## config.mk

```make
export PLATFORM = sky130hd
export DESIGN_NAME = sys_reset_sequencer
export DESIGN_NICKNAME = d
export VERILOG_FILES = /design/src/rtl/sys_reset_sequencer.sv
export SDC_FILE = /design/constraint.sdc
export NUM_CORES = 1
export LEC_CHECK = 0
export ABC_AREA = 1
export CORE_MARGIN = 1.5
export CORE_UTILIZATION = 45
export DETAILED_ROUTE_END_ITERATION = 10
export PLACE_DENSITY = 0.68
export SETUP_SLACK_MARGIN = 0.2
export SLEW_MARGIN = 20
export SYNTH_ARGS = -nofsm -noshare
export SYNTH_HDL_FRONTEND = slang
export SYNTH_SLANG_ARGS = --single-unit
export TNS_END_PERCENT = 50
```

## constraint.sdc

```tcl
create_clock -name sys_clk -period 4.21 [get_ports sys_clk]
set_clock_uncertainty 0.2 [all_clocks]
set_input_delay 0.842 -clock sys_clk [delete_from_list [all_inputs] [get_ports sys_clk]]
set_output_delay 0.842 -clock sys_clk [all_outputs]
set_load 0.1 [all_outputs]
```

## src/rtl/sys_reset_sequencer.sv

```systemverilog
// Reset / clock-enable sequencer for the system clock domain.
// Releases NUM_CH reset channels in ascending order once the PLL lock has been stable,
// drains them in descending order on a software request, and re-arms every channel
// at once on lock loss. Per-channel clock enables follow a free-running divider.
module sys_reset_sequencer #(
    parameter int unsigned NUM_CH      = 4,
    parameter int unsigned STAGE_GAP   = 4,
    parameter int unsigned LOCK_STABLE = 8,
    parameter int unsigned SYNC_STAGES = 2,
    parameter int unsigned CE_DIV      = 1
) (
    input  logic              sys_clk,
    input  logic              sys_sync_rst,
    input  logic              pll_locked,
    input  logic              sw_rst_req,
    output logic [NUM_CH-1:0] ch_rst,
    output logic [NUM_CH-1:0] ch_init,
    output logic [NUM_CH-1:0] ch_clk_en,
    output logic              seq_busy,
    output logic [1:0]        seq_state,
    output logic [7:0]        fault_cnt
);

    localparam int unsigned IdxW = (NUM_CH > 1) ? $clog2(NUM_CH) : 1;
    localparam int unsigned GapW = $clog2(STAGE_GAP + 1);
    localparam int unsigned StbW = $clog2(LOCK_STABLE + 1);
    localparam int unsigned CeW  = (CE_DIV > 1) ? $clog2(CE_DIV) : 1;

    localparam logic [IdxW-1:0]   LastIdx  = IdxW'(NUM_CH - 1);
    localparam logic [GapW-1:0]   GapEnd   = GapW'(STAGE_GAP - 1);
    localparam logic [StbW-1:0]   StbEnd   = StbW'(LOCK_STABLE - 1);
    localparam logic [CeW-1:0]    CeEnd    = CeW'(CE_DIV - 1);
    localparam logic [NUM_CH-1:0] ChOne    = NUM_CH'(1);
    localparam logic [NUM_CH-1:0] LastMask = ChOne << (NUM_CH - 1);

    typedef enum logic [1:0] {
        StHold    = 2'd0,
        StRelease = 2'd1,
        StRun     = 2'd2,
        StDrain   = 2'd3
    } state_e;

    logic [SYNC_STAGES-1:0] sync_q;
    logic                   lock_s;
    logic [CeW-1:0]         ce_cnt_q;
    logic                   ce_tick;
    logic [NUM_CH-1:0]      ce_mask;

    state_e            state_q;
    logic [IdxW-1:0]   idx_q;
    logic [IdxW-1:0]   idx_up;
    logic [IdxW-1:0]   idx_dn;
    logic [GapW-1:0]   gap_q;
    logic [StbW-1:0]   stable_q;
    logic [NUM_CH-1:0] ch_rst_q;
    logic [NUM_CH-1:0] ch_init_q;
    logic [NUM_CH-1:0] ch_clk_en_q;
    logic              seq_busy_q;
    logic [7:0]        fault_q;
    logic [NUM_CH-1:0] up_mask;
    logic [NUM_CH-1:0] dn_mask;
    logic              lock_lost;

    // Lock synchroniser: shift the asynchronous lock through SYNC_STAGES flops.
    always_ff @(posedge sys_clk) begin
        if (sys_sync_rst) begin
            sync_q <= '0;
        end else begin
            sync_q <= {sync_q[SYNC_STAGES-2:0], pll_locked};
        end
    end

    assign lock_s = sync_q[SYNC_STAGES-1];

    // Free-running clock-enable divider; only the system reset restarts it.
    always_ff @(posedge sys_clk) begin
        if (sys_sync_rst || ce_cnt_q == CeEnd) begin
            ce_cnt_q <= '0;
        end else begin
            ce_cnt_q <= ce_cnt_q + CeW'(1);
        end
    end

    // Channel masks for the neighbour of the current index, plus the lock-loss condition.
    always_comb begin
        ce_tick   = (ce_cnt_q == CeEnd);
        ce_mask   = {NUM_CH{ce_tick}};
        idx_up    = idx_q + IdxW'(1);
        idx_dn    = idx_q - IdxW'(1);
        up_mask   = ChOne << idx_up;
        dn_mask   = ChOne << idx_dn;
        lock_lost = !lock_s && (state_q != StHold);
    end

    // Sequencer FSM; enables are computed from the reset value being written this edge so
    // that an enable drops on the same edge its reset rises and skips the init cycle.
    always_ff @(posedge sys_clk) begin
        if (sys_sync_rst) begin
            state_q     <= StHold;
            idx_q       <= '0;
            gap_q       <= '0;
            stable_q    <= '0;
            ch_rst_q    <= '1;
            ch_init_q   <= '0;
            ch_clk_en_q <= '0;
            seq_busy_q  <= 1'b1;
            fault_q     <= '0;
        end else if (lock_lost) begin
            // Lock loss beats any concurrent software request.
            state_q     <= StHold;
            idx_q       <= '0;
            gap_q       <= '0;
            stable_q    <= '0;
            ch_rst_q    <= '1;
            ch_init_q   <= '0;
            ch_clk_en_q <= '0;
            seq_busy_q  <= 1'b1;
            if (fault_q != 8'hFF) begin
                fault_q <= fault_q + 8'd1;
            end
        end else begin
            ch_init_q  <= '0;
            seq_busy_q <= 1'b1;
            unique case (state_q)
                StHold: begin
                    ch_clk_en_q <= '0;
                    if (!lock_s) begin
                        stable_q <= '0;
                    end else if (stable_q == StbEnd) begin
                        state_q   <= StRelease;
                        stable_q  <= '0;
                        idx_q     <= '0;
                        gap_q     <= '0;
                        ch_rst_q  <= ~ChOne;
                        ch_init_q <= ChOne;
                    end else begin
                        stable_q <= stable_q + StbW'(1);
                    end
                end
                StRelease: begin
                    if (sw_rst_req) begin
                        state_q     <= StHold;
                        idx_q       <= '0;
                        gap_q       <= '0;
                        ch_rst_q    <= '1;
                        ch_clk_en_q <= '0;
                    end else if (idx_q == LastIdx) begin
                        state_q     <= StRun;
                        idx_q       <= '0;
                        gap_q       <= '0;
                        seq_busy_q  <= 1'b0;
                        ch_clk_en_q <= ce_mask & ~ch_rst_q;
                    end else if (gap_q == GapEnd) begin
                        idx_q       <= idx_up;
                        gap_q       <= '0;
                        ch_rst_q    <= ch_rst_q & ~up_mask;
                        ch_init_q   <= up_mask;
                        ch_clk_en_q <= ce_mask & ~ch_rst_q;
                    end else begin
                        gap_q       <= gap_q + GapW'(1);
                        ch_clk_en_q <= ce_mask & ~ch_rst_q;
                    end
                end
                StRun: begin
                    if (sw_rst_req) begin
                        state_q     <= StDrain;
                        idx_q       <= LastIdx;
                        gap_q       <= '0;
                        ch_rst_q    <= ch_rst_q | LastMask;
                        ch_clk_en_q <= ce_mask & ~(ch_rst_q | LastMask);
                    end else begin
                        seq_busy_q  <= 1'b0;
                        ch_clk_en_q <= ce_mask & ~ch_rst_q;
                    end
                end
                StDrain: begin
                    if (idx_q == '0) begin
                        state_q     <= StHold;
                        gap_q       <= '0;
                        stable_q    <= '0;
                        ch_clk_en_q <= '0;
                    end else if (gap_q == GapEnd) begin
                        idx_q       <= idx_dn;
                        gap_q       <= '0;
                        ch_rst_q    <= ch_rst_q | dn_mask;
                        ch_clk_en_q <= ce_mask & ~(ch_rst_q | dn_mask);
                    end else begin
                        gap_q       <= gap_q + GapW'(1);
                        ch_clk_en_q <= ce_mask & ~ch_rst_q;
                    end
                end
                default: begin
                    state_q <= StHold;
                end
            endcase
        end
    end

    assign ch_rst    = ch_rst_q;
    assign ch_init   = ch_init_q;
    assign ch_clk_en = ch_clk_en_q;
    assign seq_busy  = seq_busy_q;
    assign seq_state = state_q;
    assign fault_cnt = fault_q;

endmodule

```

# Word level (Yosys, flattened, before mapping)
# Cells that the tools add are included.
# word_totals
register_bits	35
latchBits	0
ramBits	0
romBits	0
input_bits	4
output_inout_bits	23
word_cells	114
memories	0
# op_classes
add_sub_neg	6
n_mul	0
div_mod_pow	0
magnitude_cmp	0
eq_ne	17
shifts	2
muxes	51
bitwise_logic	11
reduce_logical	15
# op_table
op	count
4-bit two-way mux	18
4-bit one-hot mux with 4 select lines	2
2-bit two-way mux	13
3-bit two-way mux	7
4-bit AND	4
4-bit NOT	4
2-bit one-hot mux with 4 select lines	2
4-bit one-hot mux with 2 select lines	2
7-bit AND reduction	2
2-bit != test, second input constant	6
3-bit one-hot mux with 4 select lines	1
3-bit != test, second input constant	3
8-bit by 1-bit adder with 8-bit output, second input constant	1
8-bit != test, second input constant	1
1-bit by 2-bit << shifter with 4-bit output, first input constant	2
2-bit == test, second input constant	3
6-bit AND reduction	1
1-bit two-way mux	5
5-bit AND reduction	1
4-bit by 1-bit adder with 4-bit output, second input constant	1
4-bit by 3-bit == test with 1-bit output, second input constant	1
2-bit zero test	2
4-bit != test, second input constant	1
4-bit OR	1
other kinds (15)	18

# Depth between registers and ports, before layout
# Gate-level depths: netlist (run 1).
# depth
word_depth	8
mapped_depth	10
mapped_depth_nobuf	10

# Worst setup path before layout (run 1)
# No wires, ideal clock.
# synth_timing
path_type	register to register
from	register state_q[0] (netlist: seq_state[0])
to	register fault_q[7] (netlist: fault_cnt[7])
setup_time_ns	0.117
arrival_ns	2.270
t_required_ns	3.893
setup_slack_ns	1.624
path_stages_with_launch	9
n_path_buf	0
period_less_slack_ns	2.586
cell_sequence	dfxtp_1 > inv_1 > ha_1 > nor2_4 > nand2_4 > nor2_1 > nand2_1 > nand2_1 > nor2_1
# synth_between
elab_chain_len	3
# synth_lines
item	line	source
from (decl)	49	state_e state_q;
from (signal assigned)	99	state_q <= StHold;
from (signal assigned)	110	state_q <= StHold;
from (signal assigned)	130	state_q <= StRelease;
2-bit nonzero test	92	lock_lost = !lock_s && (state_q != StHold);
1-bit logical AND	92	
2-bit AND reduction (no line)	n/a	
to (signal assigned)	119	fault_q <= fault_q + 8'd1;
to (decl)	59	logic [7:0] fault_q;
# Every way passes these cells.
# A chain may end at the register's enable or synchronous reset.

# Final worst setup path (run 1)
# layout_timing
from	register state_q[0] (netlist: seq_state[0])
to	output port seq_state[0]
# layout_lines
item	line	source
to (decl)	20	output logic [1:0] seq_state,
# No word-level cell between the ends.

==> results of run 1 <==
## how the worst max path moves through the flow
stage | from | slack (ps) | cells after the start | endpoint
after floorplan | seq_state[0] | 1620 | 8 | fault_cnt[7]
after detailed placement | seq_state[0] | 1560 | 1 | seq_state[0]
after CTS | seq_state[0] | 1240 | 1 | seq_state[0]
final | seq_state[0] | 1250 | 1 | seq_state[0]
after global placement | seq_state[0] | 1590 | 1 | seq_state[0]
after global routing | seq_state[0] | 1210 | 1 | seq_state[0]
## per-layer routing
layer	vias up	wire length (um)	global-route usage [%]
met5	-	0	0
met4	0	57	8.33
met3	8	249	5.03
met2	54	1870	29.8
met1	793	2090	27.1
li1	952	-	-
## power by group through the flow
stage	Combinational, mW	Sequential (mW)	Clock (mW)
finish	0.0186	0.334	0.231
global placement	0.0185	0.342	0
floorplan	0.0123	0.342	0
CTS	0.0187	0.334	0.240
detailed placement	0.0187	0.342	0
global route	0.0205	0.334	0.253
## state kept, by name (all words and copies together) (netlist names), 2 cells and up, named ones only
name,count
fault_cnt,8
gap_q,3
ch_clk_en,4
ch_init,4
stable_q,4
ch_rst,4
idx_q,2
sync_q,2
## synthesized netlist by cell type
library cell | number | area share, %
a21oi_2 | 1 | 0.45
nor2_8 | 1 | 1.0
nand3_1 | 24 | 6.2
inv_2 | 3 | 0.58
nor2_4 | 1 | 0.58
o21ai_1 | 1 | 0.26
xor2_1 | 1 | 0.45
nor3_1 | 8 | 2.1
a31oi_1 | 1 | 0.32
buf_2 | 1 | 0.26
nand2_2 | 3 | 0.96
a21boi_0 | 1 | 0.39
nor2_1 | 32 | 6.2
conb_1 | 1 | 0.19
dfxtp_1 | 35 | 36
a21oi_1 | 16 | 4.1
nor2_2 | 4 | 1.3
ha_1 | 16 | 10
buf_6 | 2 | 1.2
nand2_4 | 2 | 1.2
nand4_1 | 5 | 1.6
inv_1 | 32 | 6.2
nand3_2 | 1 | 0.51
o21ai_0 | 24 | 6.2
nand2_1 | 61 | 12
## cells by family after synthesis
logic type | after synthesis | synth area share, %
simple gates | 142 | 33.3
compound gates | 44 | 11.7
buf+inv | 38 | 8.16
flops | 35 | 36.0
fa+ha+maj | 16 | 10.3
xor+xnor | 1 | 0.450
other cells | 1 | 0.192
## layout make-up
type,count,area (um^2)
clock buffer,7,76.3
clock inverter,1,5.00
fill,422,1760
inverter,35,131
multi-input combinational,204,1090
sequential,35,701
tap,50,62.6
timing repair buffer,26,260
==> results.yml, run 1 <==
die:
  dieArea_um2: 4730
  design.core.area_um2: 4090
  io_pins: 27
  initial_core_util_pct: 47.7
  num_rows: 23
  fp.dieW_um: 68.8
  fp.dieH_um: 68.8
worst_setup_path:
  critical-path-max-stage-delay_ps: 1180
  path_class: "reg -> out"
  path_cells: "clkdlybuf4s50_1"
  r2r_slack_ps: 2170
  crit_slowest_cell: "clkdlybuf4s50_1"
  cp_top_family: "buffers and inverters"
  end_kind: "output pin"
  cp.required_ps: 3170
  r2r_cells: 8
  worstReg2RegStart: "seq_state[0]"
  path_buf_inv: 1
  path_max_fanout: 7
  worstReg2RegEnd: "gap_q[1]"
  start_kind: "register"
  cp.arrival_ps: 1920
clocking:
  cts-resized-gates: 0
  cts_root_buf: "clkbuf_8"
  numClockSinks: 35
  cts_buffer_depth: 2
  clk_pin_slew_ps: 60
  post_cts_buffers: 0
  cts_tree: "done"
  insertion_delay_ps: 290
  htreeDepth: 2
  holdBufCountCts: 0
  cts_made_buffers: 5
timing:
  slew_viol_final: 0
  slew_headroom_pct: 34.4
  rsz0062_at_grt: "no"
  hold_viol: 0
  hold_slack_ps: 204
  fin_crit_ps: 2960
  setup_ws_ps: 1250
  clock.fmax_ghz: 0.337
  setup_tns_ps: 0
  final-setup-viol-count: 0
  timing.final.crit_share_pct: 70.4
  worst_pin_slew_ps: 981
logic_synthesis:
  syn_inst: 277
  seq_area_frac_synth_pct: 36.0
  syn_avg_cell_area_um2: 7.03
  synth_seq_cells: 35
  yosys_warnings: 0
  mappedNetlistArea_um2: 1950
  ys_types: 25
  synth_nets: 297
global_route:
  grt_first_pass_wirelength_mm: 6.98
  grt_pass1_vias: 1572
  antenna_found_initial: 0
  grt_max_degree: 17
  grt_use_total_pct: 19.9
  grt_overflow_total: 0
detailed_routing:
  ant_nets: 0
  first_pass_iters: 4
  drt-vias-per-instance: 5.05
  wl_per_cell_um: 11.9
  vias: 1807
  drc: 0
  totalWireLength_mm: 4.27
  drt_iter0_markers: 134
pwr:
  p_leak_nw: 0.979
  switching_share_pct: 22.0
  ir_drop_mv: 0.170
  p_comb_share_pct: 3.2
  power_uw: 584
  cellInternalPower_uw: 456
  p_seq_share_pct: 57.2
  powerDensity_nw_per_um2: 251
  netSwitchingPower_uw: 129
  p_clk_share_pct: 39.6
final_layout:
  final_cell_mix: "nand2_1 (61), dfxtp_1 (35), inv_1 (32), nor2_1 (32), clkdlybuf4s50_1 (26)"
  nets: 327
  final_common_cell: "nand2_1"
  stdcell_count: 358
  design_area_um2: 2320
  antennaDiodeCount: 0
  finish.utilization_pct: 56.9
  layout-drive-gt1-share_pct: 7.14
  area_growth_pct: 19.3
place:
  place_ws_ps: 1560
  place_area_um2: 2240
  dp_cells: 350
  dp_hpwl_mm: 3.19
  place_congestion: 0.884
  numPortBuffers: 26
hold_path:
  hp-class: "reg -> reg"
  min_to: "sync_q[1]"
  min_from: "sync_q[0]"
  hold_depth: 2
flow_run:
  cap_violations: 0
run_status:
  status: "finished, final reports clean"
Power figures use the tool's default switching activity.
==> inputs of run 2 (changes only) <==
==> constraint.sdc (replaced) <==
create_clock -name sys_clk -period 2.8 [get_ports sys_clk]
set_clock_uncertainty 0.2 [all_clocks]
set_input_delay 0.56 -clock sys_clk [delete_from_list [all_inputs] [get_ports sys_clk]]
set_output_delay 0.56 -clock sys_clk [all_outputs]
set_load 0.1 [all_outputs]
==> results.yml, run 2 (synthesis results as in run 1) <==
pwr:
  switching_share_pct: 23.0
  power_uw: 888
  p_clk_share_pct: 40.3
  p_comb_share_pct: 3.1
  ir_drop_mv: 0.208
  p_seq_share_pct: 56.6
  p_leak_nw: 1.01
  netSwitchingPower_uw: 204
  powerDensity_nw_per_um2: 391
  cellInternalPower_uw: 684
hold_path:
  hp-class: "reg -> reg"
  hold_depth: 2
die:
  initial_core_util_pct: 47.7
  fp.dieW_um: 68.8
  design.core.area_um2: 4090
  io_pins: 27
  fp.dieH_um: 68.8
  num_rows: 23
  dieArea_um2: 4730
clocking:
  holdBufCountCts: 0
  cts_root_buf: "clkbuf_8"
  numClockSinks: 35
  cts-resized-gates: 0
  cts_buffer_depth: 2
  htreeDepth: 2
  insertion_delay_ps: 290
  cts_tree: "done"
  clk_pin_slew_ps: 70
  cts_made_buffers: 5
  post_cts_buffers: 0
timing:
  hold_slack_ps: 203
  final-setup-viol-count: 0
  slew_viol_final: 0
  fin_crit_ps: 2020
  timing.final.crit_share_pct: 72.2
  slew_headroom_pct: 64.9
  worst_pin_slew_ps: 521
  clock.fmax_ghz: 0.495
  hold_viol: 0
  setup_tns_ps: 0
  rsz0062_at_grt: "no"
place:
  numPortBuffers: 26
  place_congestion: 0.957
  dp_hpwl_mm: 3.13
  place_area_um2: 2190
worst_setup_path:
  end_kind: "register"
  r2r_cells: 8
  cp.required_ps: 2780
  path_max_fanout: 8
  cp.arrival_ps: 2000
  start_kind: "register"
  path_class: "reg -> reg"
  r2r_slack_ps: 780
global_route:
  antenna_found_initial: 0
  grt_first_pass_wirelength_mm: 7.40
  grt_use_total_pct: 21.0
  grt_overflow_total: 0
  grt_pass1_vias: 1645
  grt_max_degree: 17
detailed_routing:
  drt-vias-per-instance: 4.92
  vias: 1763
  wl_per_cell_um: 11.8
  first_pass_iters: 4
  drt_iter0_markers: 115
  drc: 0
  ant_nets: 0
  totalWireLength_mm: 4.21
final_layout:
  final_cell_mix: "nand2_1 (61), dfxtp_1 (35), inv_1 (32), nor2_1 (32)"
  final_common_cell: "nand2_1"
  layout-drive-gt1-share_pct: 14.9
  antennaDiodeCount: 0
  largest_reg_flops: 8
  nets: 327
  area_growth_pct: 16.6
  design_area_um2: 2270
  finish.utilization_pct: 55.6
flow_run:
  cap_violations: 0
run_status:
  status: "finished, final reports clean"
==> run 2: power by group through the flow <==
stage | registers (mW) | logic, mW | clock network [mW]
after global placement | 0.514 | 0.0269 | 0
after global routing | 0.502 | 0.0315 | 0.394
after CTS | 0.502 | 0.0275 | 0.372
after detailed placement | 0.514 | 0.0273 | 0
after floorplan | 0.514 | 0.0185 | 0
final | 0.503 | 0.0274 | 0.358
==> run 2: final timing paths <==
kind / startpoint / end
max: seq_state[0] / gap_q[1]
min: sync_q[0] / sync_q[1]
max reg2reg: seq_state[0] / gap_q[1]
min reg2reg: sync_q[0] / sync_q[1]
==> run 2: cell type report <==
| class | count | area (um^2) |
|---|---|---|
| clock inverter | 2 | 12.5 |
| sequential | 35 | 701 |
| timing repair buffer | 26 | 203 |
| multi-input combinational | 204 | 1090 |
| tap | 50 | 62.6 |
| clock buffer | 6 | 72.6 |
| fill | 417 | 1820 |
| inverter | 35 | 131 |
==> run 2: worst max-delay path, cell delays in order (launching register included) <==
cell and delay, ps:
dfxtp_1 450, inv_1 120, ha_1 350, nand2_1 180, nand2_2 90, a21oi_2 240, o21ai_0 140, o21ai_0 90
nor2_1 50
==> run 2: metrics by stage <==
step	cells	setup WS, ps
global placement	350	647
CTS	358	779
detailed placement	350	604
floorplan	277	214
finish	358	778
global route	358	584
==> run 2: layer usage <==
layer / wire (um) / global-route usage [%] / vias up
met5: 0 / 0 / -
met2: 1830 / 32.6 / 40
met1: 2110 / 28.7 / 765
met3: 214 / 5.36 / 7
met4: 56 / 6.37 / 0
li1: - / - / 951
==> inputs of run 3 (changes only) <==
==> constraint.sdc (replaced) <==
create_clock -name sys_clk -period 2.1 [get_ports sys_clk]
set_clock_uncertainty 0.2 [all_clocks]
set_input_delay 0.42 -clock sys_clk [delete_from_list [all_inputs] [get_ports sys_clk]]
set_output_delay 0.42 -clock sys_clk [all_outputs]
set_load 0.1 [all_outputs]
==> results.yml, run 3 (synthesis results as in run 1) <==
final_layout:
  final.fill_count: 380
  antennaDiodeCount: 0
  finish.utilization_pct: 62.0
  design_area_um2: 2530
  final_common_cell: "nand2_1"
  largest_reg_flops: 8
  final_cell_mix: "nand2_1 (61), inv_1 (32), nor2_1 (32), nand3_1 (24), dfxtp_1 (24)"
  area_growth_pct: 30.0
  stdcell_count: 365
  layout-drive-gt1-share_pct: 20.6
  nets: 334
global_route:
  grt_first_pass_wirelength_mm: 7.35
  grt_pass1_vias: 1661
  grt_max_degree: 17
  antenna_found_initial: 0
  grt_use_total_pct: 20.7
  grt_overflow_total: 0
timing:
  timing.final.crit_share_pct: 86.8
  setup_tns_ps: 0
  setup_ws_ps: 278
  rsz0062_at_grt: "yes"
  fin_crit_ps: 1820
  final-setup-viol-count: 0
  hold_slack_ps: 208
  slew_viol_final: 0
  clock.fmax_ghz: 0.549
  hold_viol: 0
clocking:
  numClockSinks: 35
  insertion_delay_ps: 290
  post_cts_buffers: 0
  cts_buffer_depth: 2
  cts_made_buffers: 5
  holdBufCountCts: 0
  cts_tree: "done"
  htreeDepth: 2
  cts-resized-gates: 1
  cts_root_buf: "clkbuf_8"
  clk_pin_slew_ps: 70
place:
  place_congestion: 0.944
  place_area_um2: 2440
  numPortBuffers: 26
  dp_hpwl_mm: 3.26
  dp_cells: 357
  place_ws_ps: 59.4
detailed_routing:
  vias: 1854
  drt-vias-per-instance: 5.08
  ant_nets: 0
  totalWireLength_mm: 4.32
  routed.top_layer: "met4"
  drc: 0
  wl_met3_um: 234
  wl_per_cell_um: 11.8
  first_pass_iters: 4
  met2_length_mm: 1.91
  drt_iter0_markers: 199
  wl_met1_mm: 2.08
die:
  initial_core_util_pct: 47.7
  num_rows: 23
  design.core.area_um2: 4090
  dieArea_um2: 4730
  fp.dieH_um: 68.8
  io_pins: 27
  fp.dieW_um: 68.8
worst_setup_path:
  cp.required_ps: 2080
  start_kind: "register"
  cp.arrival_ps: 1800
  critical-path-max-stage-delay_ps: 400
  end_kind: "register"
  r2r_slack_ps: 280
  crit_slowest_cell: "dfxtp_4"
  path_cells: "inv_1 -> ha_2 -> nand2_1 -> nand2_2 -> a21oi_2 -> o21ai_0 -> o21ai_0 -> nor2_1"
  path_class: "reg -> reg"
  path_common_cell: "o21ai_0"
  path_max_fanout: 8
pwr:
  power_mw: 1.20
  powerDensity_nw_per_um2: 473
  ir_drop_mv: 0.280
  p_leak_nw: 1.11
flow_run:
  cap_violations: 0
run_status:
  status: "finished, final reports clean"
hold_path:
  hp-class: "reg -> reg"
run 3: cell count changes in the layout (fill, tap and decap cells not counted):
cell,before,now
buf_12,0,14
o21ai_0,24,23
clkinv_2,1,0
dfxtp_2,0,7
clkinvlp_4,1,0
clkbuf_8,5,6
clkinv_1,0,1
ha_2,0,2
ha_1,16,14
dfxtp_4,0,4
o21ai_1,1,2
dfxtp_1,35,24
buf_4,23,16
run 3: critical path, delay by kind of cell (launching register included):
| family | cells | cell delay (ps) |
|---|---|---|
| buffers and inverters | 1 | 90 |
| DFF | 1 | 400 |
| and+or+nand+nor | 3 | 270 |
| adders and majority gates | 1 | 260 |
| AOI/OAI and AO/OA | 3 | 490 |
run 3: power by group:
| group | internal [mW] | switching (mW) | leakage, nW |
|---|---|---|---|
| sequential | 0.662 | 0.00269 | 0.290 |
| combinational | 0.0145 | 0.0232 | 0.776 |
| clock | 0.263 | 0.232 | 0.0459 |
| total | 0.939 | 0.258 | 1.11 |
run 3: routing by layer:
layer / vias up / track usage (%)
met2: 48 / 30.2
met3: 9 / 5.19
li1: 966 / -
met5: - / 0
met1: 831 / 28.7
met4: 0 / 9.31
run 3: worst paths after layout:
| kind | from | to | cells past startpoint |
|---|---|---|---|
| hold / removal | sync_q[0] | sync_q[1] | 2 |
| hold reg to reg | sync_q[0] | sync_q[1] | 2 |
| setup reg to reg | seq_state[0] | gap_q[1] | 8 |
| setup / recovery | seq_state[0] | gap_q[1] | 8 |
run 3: final cells by class:
class	count	area, um^2	share of cell area [%]
Inverter	35	131	5.19
Timing Repair Buffer	33	430	17.0
Multi-Input combinational cell	204	1090	43.2
Sequential cell	35	724	28.6
Tap cell	50	62.6	2.47
Clock buffer	7	86.3	3.41
Clock inverter	1	3.75	0.148
